--- src/rtl/dcache_control_nway.sv ---
// N-way set-associative write-back/write-allocate L1 data-cache controller.
// Handles hit/miss, tree-PLRU replacement with invalid-first victim choice, the L2 handshake and saturating counters.
module dcache_control_nway #(
  parameter int WAYS      = 4,
  parameter int CNT_WIDTH = 32
) (
  input  logic                 clk,
  input  logic                 rst,
  input  logic                 dcache_read,
  input  logic                 dcache_write,
  output logic                 dcache_resp,
  input  logic [WAYS-1:0]      hit,
  input  logic [WAYS-1:0]      valid_dataout,
  input  logic [WAYS-1:0]      dirty_dataout,
  input  logic [WAYS-2:0]      plru_dataout,
  output logic [WAYS-1:0]      valid_write,
  output logic [WAYS-1:0]      valid_datain,
  output logic [WAYS-1:0]      dirty_write,
  output logic [WAYS-1:0]      dirty_datain,
  output logic [WAYS-1:0]      tag_write,
  output logic [WAYS-1:0]      data_write,
  output logic                 plru_write,
  output logic [WAYS-2:0]      plru_datain,
  output logic                 replacemux_sel,
  output logic                 L2_read,
  output logic                 L2_write,
  input  logic                 L2_resp,
  output logic                 pmemaddressmux_sel,
  input  logic                 counter_clear,
  output logic [CNT_WIDTH-1:0] hit_count,
  output logic [CNT_WIDTH-1:0] miss_count,
  output logic [CNT_WIDTH-1:0] wb_count
);

  localparam int WB = $clog2(WAYS);

  typedef enum logic [2:0] {
    COMPARE    = 3'd0,
    WRITE_BACK = 3'd1,
    CLEAN      = 3'd2,
    FILL       = 3'd3,
    INSTALL    = 3'd4
  } state_t;

  state_t state;
  state_t next_state;

  logic [WB-1:0]        victim;
  logic [WB-1:0]        victim_sel;
  logic                 victim_dirty;
  logic                 miss_flag;
  logic                 request;
  logic [WAYS-1:0]      eff_hit;
  logic                 any_hit;
  logic [WB-1:0]        hit_way;
  logic [WAYS-1:0]      hit_onehot;
  logic [WAYS-1:0]      victim_onehot;
  logic                 miss_event;
  logic                 wb_event;
  logic                 hit_event;
  logic [WAYS-1:0]      one_way;
  logic [CNT_WIDTH-1:0] cnt_one;

  function automatic logic [WB-1:0] lowest_index(input logic [WAYS-1:0] vec);
    logic [WB-1:0] idx;
    idx = '0;
    for (int i = WAYS - 1; i >= 0; i--) begin
      idx = vec[i] ? WB'(i) : idx;
    end
    return idx;
  endfunction

  // Walk the tree from the root: a 0 bit descends to the lower half, a 1 bit to the upper half.
  function automatic logic [WB-1:0] plru_victim(input logic [WAYS-2:0] tree);
    logic [WB-1:0] way;
    logic [WB-1:0] node;
    logic          dir;
    way  = '0;
    node = '0;
    for (int lvl = 0; lvl < WB; lvl++) begin
      dir  = tree[node];
      way  = (way << 1) | WB'(dir);
      node = (node << 1) + (dir ? WB'(2'd2) : WB'(2'd1));
    end
    return way;
  endfunction

  // Point every node on the touched way's path towards the other half.
  function automatic logic [WAYS-2:0] plru_touch(input logic [WAYS-2:0] tree, input logic [WB-1:0] way);
    logic [WAYS-2:0] upd;
    logic [WB-1:0]   node;
    logic [WB-1:0]   path;
    logic            dir;
    upd  = tree;
    node = '0;
    path = way;
    for (int lvl = 0; lvl < WB; lvl++) begin
      dir       = path[WB-1];
      upd[node] = ~dir;
      path      = path << 1;
      node      = (node << 1) + (dir ? WB'(2'd2) : WB'(2'd1));
    end
    return upd;
  endfunction

  assign one_way       = {{(WAYS-1){1'b0}}, 1'b1};
  assign cnt_one       = {{(CNT_WIDTH-1){1'b0}}, 1'b1};
  assign request       = dcache_read | dcache_write;
  assign eff_hit       = hit & valid_dataout;
  assign any_hit       = |eff_hit;
  assign hit_way       = lowest_index(eff_hit);
  assign hit_onehot    = one_way << hit_way;
  assign victim_sel    = (&valid_dataout) ? plru_victim(plru_dataout) : lowest_index(~valid_dataout);
  assign victim_dirty  = valid_dataout[victim_sel] & dirty_dataout[victim_sel];
  assign victim_onehot = one_way << victim;
  assign miss_event    = (state == COMPARE) && request && !any_hit;
  assign wb_event      = (state == WRITE_BACK) && L2_resp;
  assign hit_event     = dcache_resp && !miss_flag;

  // State register.
  always_ff @(posedge clk) begin
    if (rst) begin
      state <= COMPARE;
    end else begin
      state <= next_state;
    end
  end

  // Next-state logic; L2_resp only matters while waiting on L2.
  always_comb begin
    next_state = state;
    case (state)
      COMPARE:    next_state = miss_event ? (victim_dirty ? WRITE_BACK : FILL) : COMPARE;
      WRITE_BACK: next_state = L2_resp ? CLEAN : WRITE_BACK;
      CLEAN:      next_state = FILL;
      FILL:       next_state = L2_resp ? INSTALL : FILL;
      INSTALL:    next_state = COMPARE;
      default:    next_state = COMPARE;
    endcase
  end

  // Output decode per state.
  always_comb begin
    dcache_resp        = 1'b0;
    valid_write        = '0;
    valid_datain       = '0;
    dirty_write        = '0;
    dirty_datain       = '0;
    tag_write          = '0;
    data_write         = '0;
    plru_write         = 1'b0;
    plru_datain        = '0;
    replacemux_sel     = 1'b0;
    L2_read            = 1'b0;
    L2_write           = 1'b0;
    pmemaddressmux_sel = 1'b0;
    case (state)
      COMPARE: begin
        if (request && any_hit) begin
          dcache_resp    = 1'b1;
          plru_write     = 1'b1;
          plru_datain    = plru_touch(plru_dataout, hit_way);
          replacemux_sel = dcache_write;
          data_write     = dcache_write ? hit_onehot : '0;
          dirty_write    = dcache_write ? hit_onehot : '0;
          dirty_datain   = dcache_write ? hit_onehot : '0;
        end else begin
          dcache_resp = 1'b0;
        end
      end
      WRITE_BACK: begin
        L2_write           = 1'b1;
        pmemaddressmux_sel = 1'b1;
      end
      CLEAN: begin
        pmemaddressmux_sel = 1'b1;
        dirty_write        = victim_onehot;
      end
      FILL: begin
        L2_read    = 1'b1;
        data_write = victim_onehot;
        tag_write  = victim_onehot;
      end
      INSTALL: begin
        valid_write  = victim_onehot;
        valid_datain = victim_onehot;
        dirty_write  = dcache_write ? victim_onehot : '0;
        dirty_datain = dcache_write ? victim_onehot : '0;
      end
      default: begin
        dcache_resp = 1'b0;
      end
    endcase
  end

  // Victim is captured once at miss detection so later set-state changes cannot move it.
  always_ff @(posedge clk) begin
    if (rst) begin
      victim <= '0;
    end else if (miss_event) begin
      victim <= victim_sel;
    end else begin
      victim <= victim;
    end
  end

  // Marks that the current request missed, so its final response is not counted as a hit.
  always_ff @(posedge clk) begin
    if (rst) begin
      miss_flag <= 1'b0;
    end else if (dcache_resp) begin
      miss_flag <= 1'b0;
    end else if (miss_event) begin
      miss_flag <= 1'b1;
    end else begin
      miss_flag <= miss_flag;
    end
  end

  // Saturating performance counters; clear wins over increment.
  always_ff @(posedge clk) begin
    if (rst || counter_clear) begin
      hit_count  <= '0;
      miss_count <= '0;
      wb_count   <= '0;
    end else begin
      hit_count  <= (hit_event && hit_count != '1) ? hit_count + cnt_one : hit_count;
      miss_count <= (miss_event && miss_count != '1) ? miss_count + cnt_one : miss_count;
      wb_count   <= (wb_event && wb_count != '1) ? wb_count + cnt_one : wb_count;
    end
  end

endmodule

--- config.mk ---
export PLATFORM = sky130hd
export DESIGN_NAME = dcache_control_nway
export DESIGN_NICKNAME = d
export VERILOG_FILES = /design/src/rtl/dcache_control_nway.sv
export SDC_FILE = /design/constraint.sdc
export NUM_CORES = 1
export LEC_CHECK = 0
export CORE_ASPECT_RATIO = 1.25
export CORE_MARGIN = 8
export CORE_UTILIZATION = 46
export DETAILED_ROUTE_END_ITERATION = 8
export GPL_TIMING_DRIVEN = 0
export PLACE_DENSITY = 0.86
export SLEW_MARGIN = 25
export SYNTH_ARGS = -nofsm -noshare
export SYNTH_HDL_FRONTEND = slang
export SYNTH_SLANG_ARGS = --single-unit
export TNS_END_PERCENT = 50
--- constraint.sdc ---
create_clock -name clk -period 2.8 [get_ports clk]
set_input_delay 0.84 -clock clk [delete_from_list [all_inputs] [get_ports clk]]
set_output_delay 0.84 -clock clk [all_outputs]
set_load 0.05 [all_outputs]
# After elaboration in Yosys (flattened, before gate mapping)
# Cells that the tools add are included.
# W data, S select, Z words.
[totals] ff_bits=102 input_bits=21 out_inout_bits=129 elab_cells=88
[op_classes] addsub=3 magnitude_cmp=4 n_eq_ne=7 shifts=2 muxes=42 n_bitwise=7 reduce_logical=17
[op_table] cell="$add A32 B1 Y32 const B" count=3
[op_table] cell="$ne A32 B32 Y1 const B" count=3
[op_table] cell="$mux W2" count=14
[op_table] cell="$mux W4" count=5
[op_table] cell="$pmux W4 S2" count=2
[op_table] cell="$pmux W3 S4" count=1
[op_table] cell="$pmux W4 S3" count=1
[op_table] cell="$mux W1" count=11
[op_table] cell="$logic_and A1 B1 Y1" count=9
[op_table] cell="$lt A2 B3 Y1 const B" count=3
[op_table] cell="$mux W3" count=3
[op_table] cell="$shl A1 B2 Y4 const A" count=2
[op_table] cell="$bmux W1 S2" count=3
[op_table] cell="$eq A3 B2 Y1 const B" count=2
[op_table] cell="$and A4 B4 Y4" count=1
[op_table] cell="$not A4 Y4" count=1
[op_table] cell="$reduce_and A4 Y1" count=1
[op_table] cell="$reduce_or A2 Y1" count=2
[op_table] cell="$reduce_or A4 Y1" count=1
[op_table] cell="$bwmux W3" count=1
[op_table] cell="$eq A3 B1 Y1 const B" count=1
[op_table] cell="$eq A3 B3 Y1 const B" count=1
[op_table] cell="$logic_not A3 Y1" count=1
[op_table] cell="$demux W1 S2" count=1
[op_table] cell="7 further kinds" count=9

# Longest topological paths before layout
[depth] word_depth=13 depth_mapped=8

# Worst setup path after synthesis
# Ideal clock, no wire load.
[synth_timing] path_kind="input-to-output" startpoint="input port valid_dataout[3]" endpoint="output port replacemux_sel" arrival_time_ns=2.992 t_required_ns=1.960 setup_slack_ns=-1.032 stages=3 n_path_buf=0 path_cell_list="a22oi_1 > a211oi_1 > and2_1"
[synth_between] elab_chain_cells=5
[synth_rtl] element="start: declaration" line="13" text="input logic [WAYS-1:0] valid_dataout,"
[synth_rtl] element="$and A4 B4 Y4" line="109" text="assign eff_hit = hit & valid_dataout;"
[synth_rtl] element="$reduce_or A4 Y1" line="110" text="assign any_hit = |eff_hit;"
[synth_rtl] element="$logic_and A1 B1 Y1" line="159" text="if (request && any_hit) begin"
[synth_rtl] element="$mux W1" line="159"
[synth_rtl] element="$mux W1" line="157" text="case (state)"
[synth_rtl] element="end: declaration" line="24" text="output logic replacemux_sel,"
# No other way between the ends.

# Worst setup path in the final report
[layout_timing] startpoint="input port hit[0]" endpoint="output port plru_datain[2]"
[layout_between] elab_chain_cells=10
[layout_rtl] element="start: declaration" line="12" text="input logic [WAYS-1:0] hit,"
[layout_rtl] element="$and A4 B4 Y4 (*)" line="109"
[layout_rtl] element="$mux W2" line="68" text="idx = vec[i] ? WB'(i) : idx;"
[layout_rtl] element="$mux W2" line="101" text="node = (node << 1) + (dir ? WB'(2'd2) : WB'(2'd1));"
[layout_rtl] element="$lt A2 B3 Y1 (implied by the code) / $ge A2 B1 Y1 (equally long branches)" line="99" text="upd[node] = ~dir;"
[layout_rtl] element="$logic_and A1 B1 Y1 (implied by the code)" line="99"
[layout_rtl] element="$mux W1 (implied by the code)" line="99"
[layout_rtl] element="$demux W1 S2" line="99"
[layout_rtl] element="$bwmux W3" line="99"
[layout_rtl] element="$mux W3 (*)" line="159"
[layout_rtl] element="$mux W3 (*)" line="157"
[layout_rtl] element="end: declaration" line="23" text="output logic [WAYS-2:0] plru_datain,"
# Every way passes the cells marked *; elsewhere a longest branch is shown, timed or not.

==> flow_results.org <==
** Timing
- Number of hold violations in the final report :: 0
- RSZ-0062 raised after global routing :: true
- Minimum clock period :: 2.77 ns
- On the final layout, the worst clock skew is 0.00761 ns.
- For the pin with the worst max-slew slack, the measured transition is 0.860 ns.
- In this run the tightest slew margin relative to its limit is 42.1%.
- Maximum operating frequency :: 361 MHz
- Setup TNS :: 0 ns
- Setup violations remaining at the end of the flow were counted as 0.
- The final number of max-transition violations was 0.
- Of the available clock period, the critical path in the final layout requires 98.9%.

** Clock network
- The cell sitting at the root of the clock tree is a sky130_fd_sc_hd__clkbuf_16.
- Clock Sinks :: 102
- Clock slew at reported path FFs :: 0.07 ns
- The clock passes through at most 2 buffers.
- The later pin in the worst-skew pair is clocked with a latency of 0.35 ns.
- TritonCTS buffer count :: 9
- TritonCTS built the clock tree.
- H-tree levels :: 3
- In this run, post-CTS hold repair placed 0 buffers.

** Final layout
- The number of antenna diodes in the final layout is 0.
- Relative to the synthesized area, the layout overhead comes to 38.2%.
- In the final design database the tool counted 913 nets.
- Finished Layout Cells :: 1058
- Summing all non-filler instances in the final layout gives an area of 7840 µm².
- FILL cells :: 1029
- Of the cells placed in the final design, the portion with a size suffix greater than 1 is 12.1%.
- In the final layout, flip-flops and latches occupy 2040 µm².
- Area of the multi-input gates :: 3500 µm²

** Setup path
- The cell family contributing the most delay on the critical path is buffers and inverters.
- The signal on the critical path passes through clkdlybuf4s15_2 > a22oi_2 > nand3_2 > a21oi_1 > clkdlybuf4s15_2.
- Critical path start-end classification :: primary input to output port
- The critical path contains buffers and inverters numbering 2 combined.
- In this design, the critical path's most frequently occurring cell is sky130_fd_sc_hd__clkdlybuf4s15_2.
- Kind of start point of the critical path :: primary input
- Required arrival time at the worst endpoint :: 1.96 ns
- Of all nets on the critical path, the largest fanout is 3.
- For the worst setup path, the data arrival time is 1.93 ns.
- Stage delay of the slowest cell on the critical path :: 0.39 ns
- STA classifies the critical path endpoint as an output port.
- The largest individual stage delay along the critical path comes from the cell sky130_fd_sc_hd__clkdlybuf4s15_2.

** Route
- Before antenna repair, the detailed router went through 6 iterations.
- For this run, design rule violations remaining after detail routing come to 0.
- The routed design has 17800 µm of wire.
- DRC violation total after the first TritonRoute iteration :: 622
- Drt wl/cell :: 16.9 µm
- The detailed router placed 6280 vias in this run.
- Routed Antenna Nets :: 0
- Post-DR vias/cell :: 5.94

** Synth
- Of all cell types, the one taking the most synthesized area is sky130_fd_sc_hd__dfxtp_1.
- Among all flip-flop cells after synthesis, the most frequent one is sky130_fd_sc_hd__dfxtp_1.
- Yosys instantiated no cell more often than sky130_fd_sc_hd__dfxtp_1.
- In this run the cell area of the synthesized design comes to 5670 µm².
- For this run, the register share of the synthesized area comes to 36.0%.
- After synthesis, the mean cell area works out to 7.91 µm².
- Post-Synthesis Net Count :: 741
- In the synthesized netlist the async set-or-reset flop fraction comes to 0%.
- Area fraction of the dominant cell type after synthesis :: 36.0%
- Counting every instance in the synthesized netlist gives 717.
- Number of warnings reported in the yosys synthesis log :: 0
- Yosys mapped a number of flops with a built-in enable equal to 0.
- Post-synth top cells :: sky130_fd_sc_hd__dfxtp_1, sky130_fd_sc_hd__nand2_1, sky130_fd_sc_hd__a21oi_1
- Yosys attributes the largest share of cell area to sky130_fd_sc_hd__dfxtp_1, sky130_fd_sc_hd__a21oi_1, sky130_fd_sc_hd__nand2_1.
- After synthesis, the netlist uses 54 different library cells.
- After synthesis the netlist holds a flip-flop and latch count of 102.

** GRT
- Global routing used 24.5% of the available met1 tracks.
- Global-route wire length before repair :: 28400 µm
- Entering global routing, the biggest net connects 18 pins.
- Number of antenna violations at the first check in global routing :: 0
- The via count of the first global-routing pass was 5883.
- Global routing usage summed across all routing layers :: 21.5%
- Global routing consumed, on the met3 layer, 5.25% of the routing resources.
- After global routing, the most crowded layer is met2.
- Total gr overflow :: 0
- Met2 GRT Util :: 37.1%

** Pwr
- Power comes to 3.51 mW.
- Across the VDD grid, the largest voltage drop is 0.000301 V.
- In this run the static leakage power is 2.43 nW.
- Areal power density over the cells :: 448 nW/µm²

** Run
- Max-cap violations in this run came to 0.

** Floorplanning
- The die covers 16200 µm².
- In this run the standard cell core region covers 12100 µm².
- From bottom edge to top edge, the die measures 140 µm.
- For this design the top-level I/O count stands at 150.
- Row generation in the floorplan step produced 45 rows.
- The die is 115 µm wide.
- Initial Utilization :: 46.8%

** Placed design
- Input and output buffers added on the ports amount to 149.
- Post-detail-place hpwl :: 13100 µm
- Routability-driven placement congestion ratio :: 0.902
- In this run the cell area measured after placement is 7410 µm².
- Placed insts :: 1030

** Outcome
- The flow ran to the end, and the final reports show no timing, DRC or antenna violations.

** Hold path
- The path class of the tightest hold or removal check is register to register.
[path summary, 6_finish.rpt]
path	start	endpoint	slack (ns)	cells past startpoint
setup / recovery	hit[0]	plru_datain[2]	0.03	5
hold / removal	miss_count[31]	miss_count[31]	0.49	2
setup reg to reg	state[0]	miss_count[26]	0.20	9
hold reg to reg	miss_count[31]	miss_count[31]	0.49	2
[through the flow]
stage / setup slack, ns / hold slack, ns / utilization [%]
global placement: -1.26 / 0.472 / 61.2
detailed placement: -1.26 / 0.476 / 61.2
floorplan: -0.230 / 0.474 / -
finish: 0.0309 / 0.487 / 64.8
global route: -0.0310 / 0.511 / 64.8
CTS: 0.00241 / 0.489 / 64.2
[report_power, final]
part	switching, mW	leakage [nW]	internal (mW)	total (mW)
Sequential	0.0132	0.822	1.46	1.48
Combinational	0.435	1.46	0.226	0.661
Clock	0.580	0.150	0.791	1.37
[state kept, by name (all words and copies together) (netlist names)]
name        flops
miss_count     32
wb_count       32
victim          2
miss_flag       1
state           3
hit_count      32
[routing by layer]
layer | up-vias | wire, µm | part of all wire (%)
met5 | - | 0 | 0
met4 | 0 | 438 | 2.5
met3 | 35 | 1350 | 7.6
met2 | 251 | 8850 | 50
met1 | 2933 | 7210 | 40
li1 | 3061 | - | -
[repair_timing]
action                                  in CTS  in global routing
buffers inserted                             7                  5
gates resized for setup                    158                 51
pin swaps                                    5                  4
endpoints found under the setup margin      56                 34
endpoints found under the hold margin        0                  0
[logic make-up (layout without fill, tap and decap cells)]
kind of cell / count (synthesis) / count (layout) / synth area share, %
XOR/XNOR: 23 / 23 / 3.55
AND/OR/NAND/NOR: 358 / 358 / 35.2
adder cells (fa/ha/maj): 3 / 3 / 0.662
AO/OA/AOI/OAI: 153 / 153 / 16.6
buffers and inverters: 57 / 234 / 4.26
flip-flops: 102 / 102 / 36.0
multiplexers: 21 / 21 / 3.73
[worst reg2reg max path: stages (launching register included)]
cell                       delay [ns]
sky130_fd_sc_hd__dfxtp_1         0.31
sky130_fd_sc_hd__clkbuf_4        0.18
sky130_fd_sc_hd__nor3_2          0.28
sky130_fd_sc_hd__o21ai_4         0.10
sky130_fd_sc_hd__buf_4           0.16
sky130_fd_sc_hd__buf_4           0.16
sky130_fd_sc_hd__or4_1           0.53
sky130_fd_sc_hd__clkbuf_2        0.18
sky130_fd_sc_hd__or4_1           0.50
sky130_fd_sc_hd__a21oi_2         0.14
[cell type report]
class | instances | area share [%]
Clock inverter | 6 | 1.18
Inverter | 13 | 0.623
Buffer | 44 | 2.73
Sequential cell | 102 | 26.0
Timing Repair Buffer | 161 | 19.2
Multi-Input combinational cell | 558 | 44.6
Clock buffer | 10 | 2.92
Tap cell | 164 | 2.62
[placed cells by master, fill, tap and decap left out, drive strengths merged, types with 10 or more instances in the layout]
cell and instances:
nor3 16, or4 35, o31ai 31, mux2i 20, nand2 77, a21oi 59
clkdlybuf4s50 106, clkbuf 49, buf 43, inv 15, xnor2 17, or3 41
nor4 19, nand3 38, nor2 50, o21ai 34, dfxtp 102, clkdlybuf4s15 10
nand4 35
Note: power is estimated with default switching activity, not from simulation.
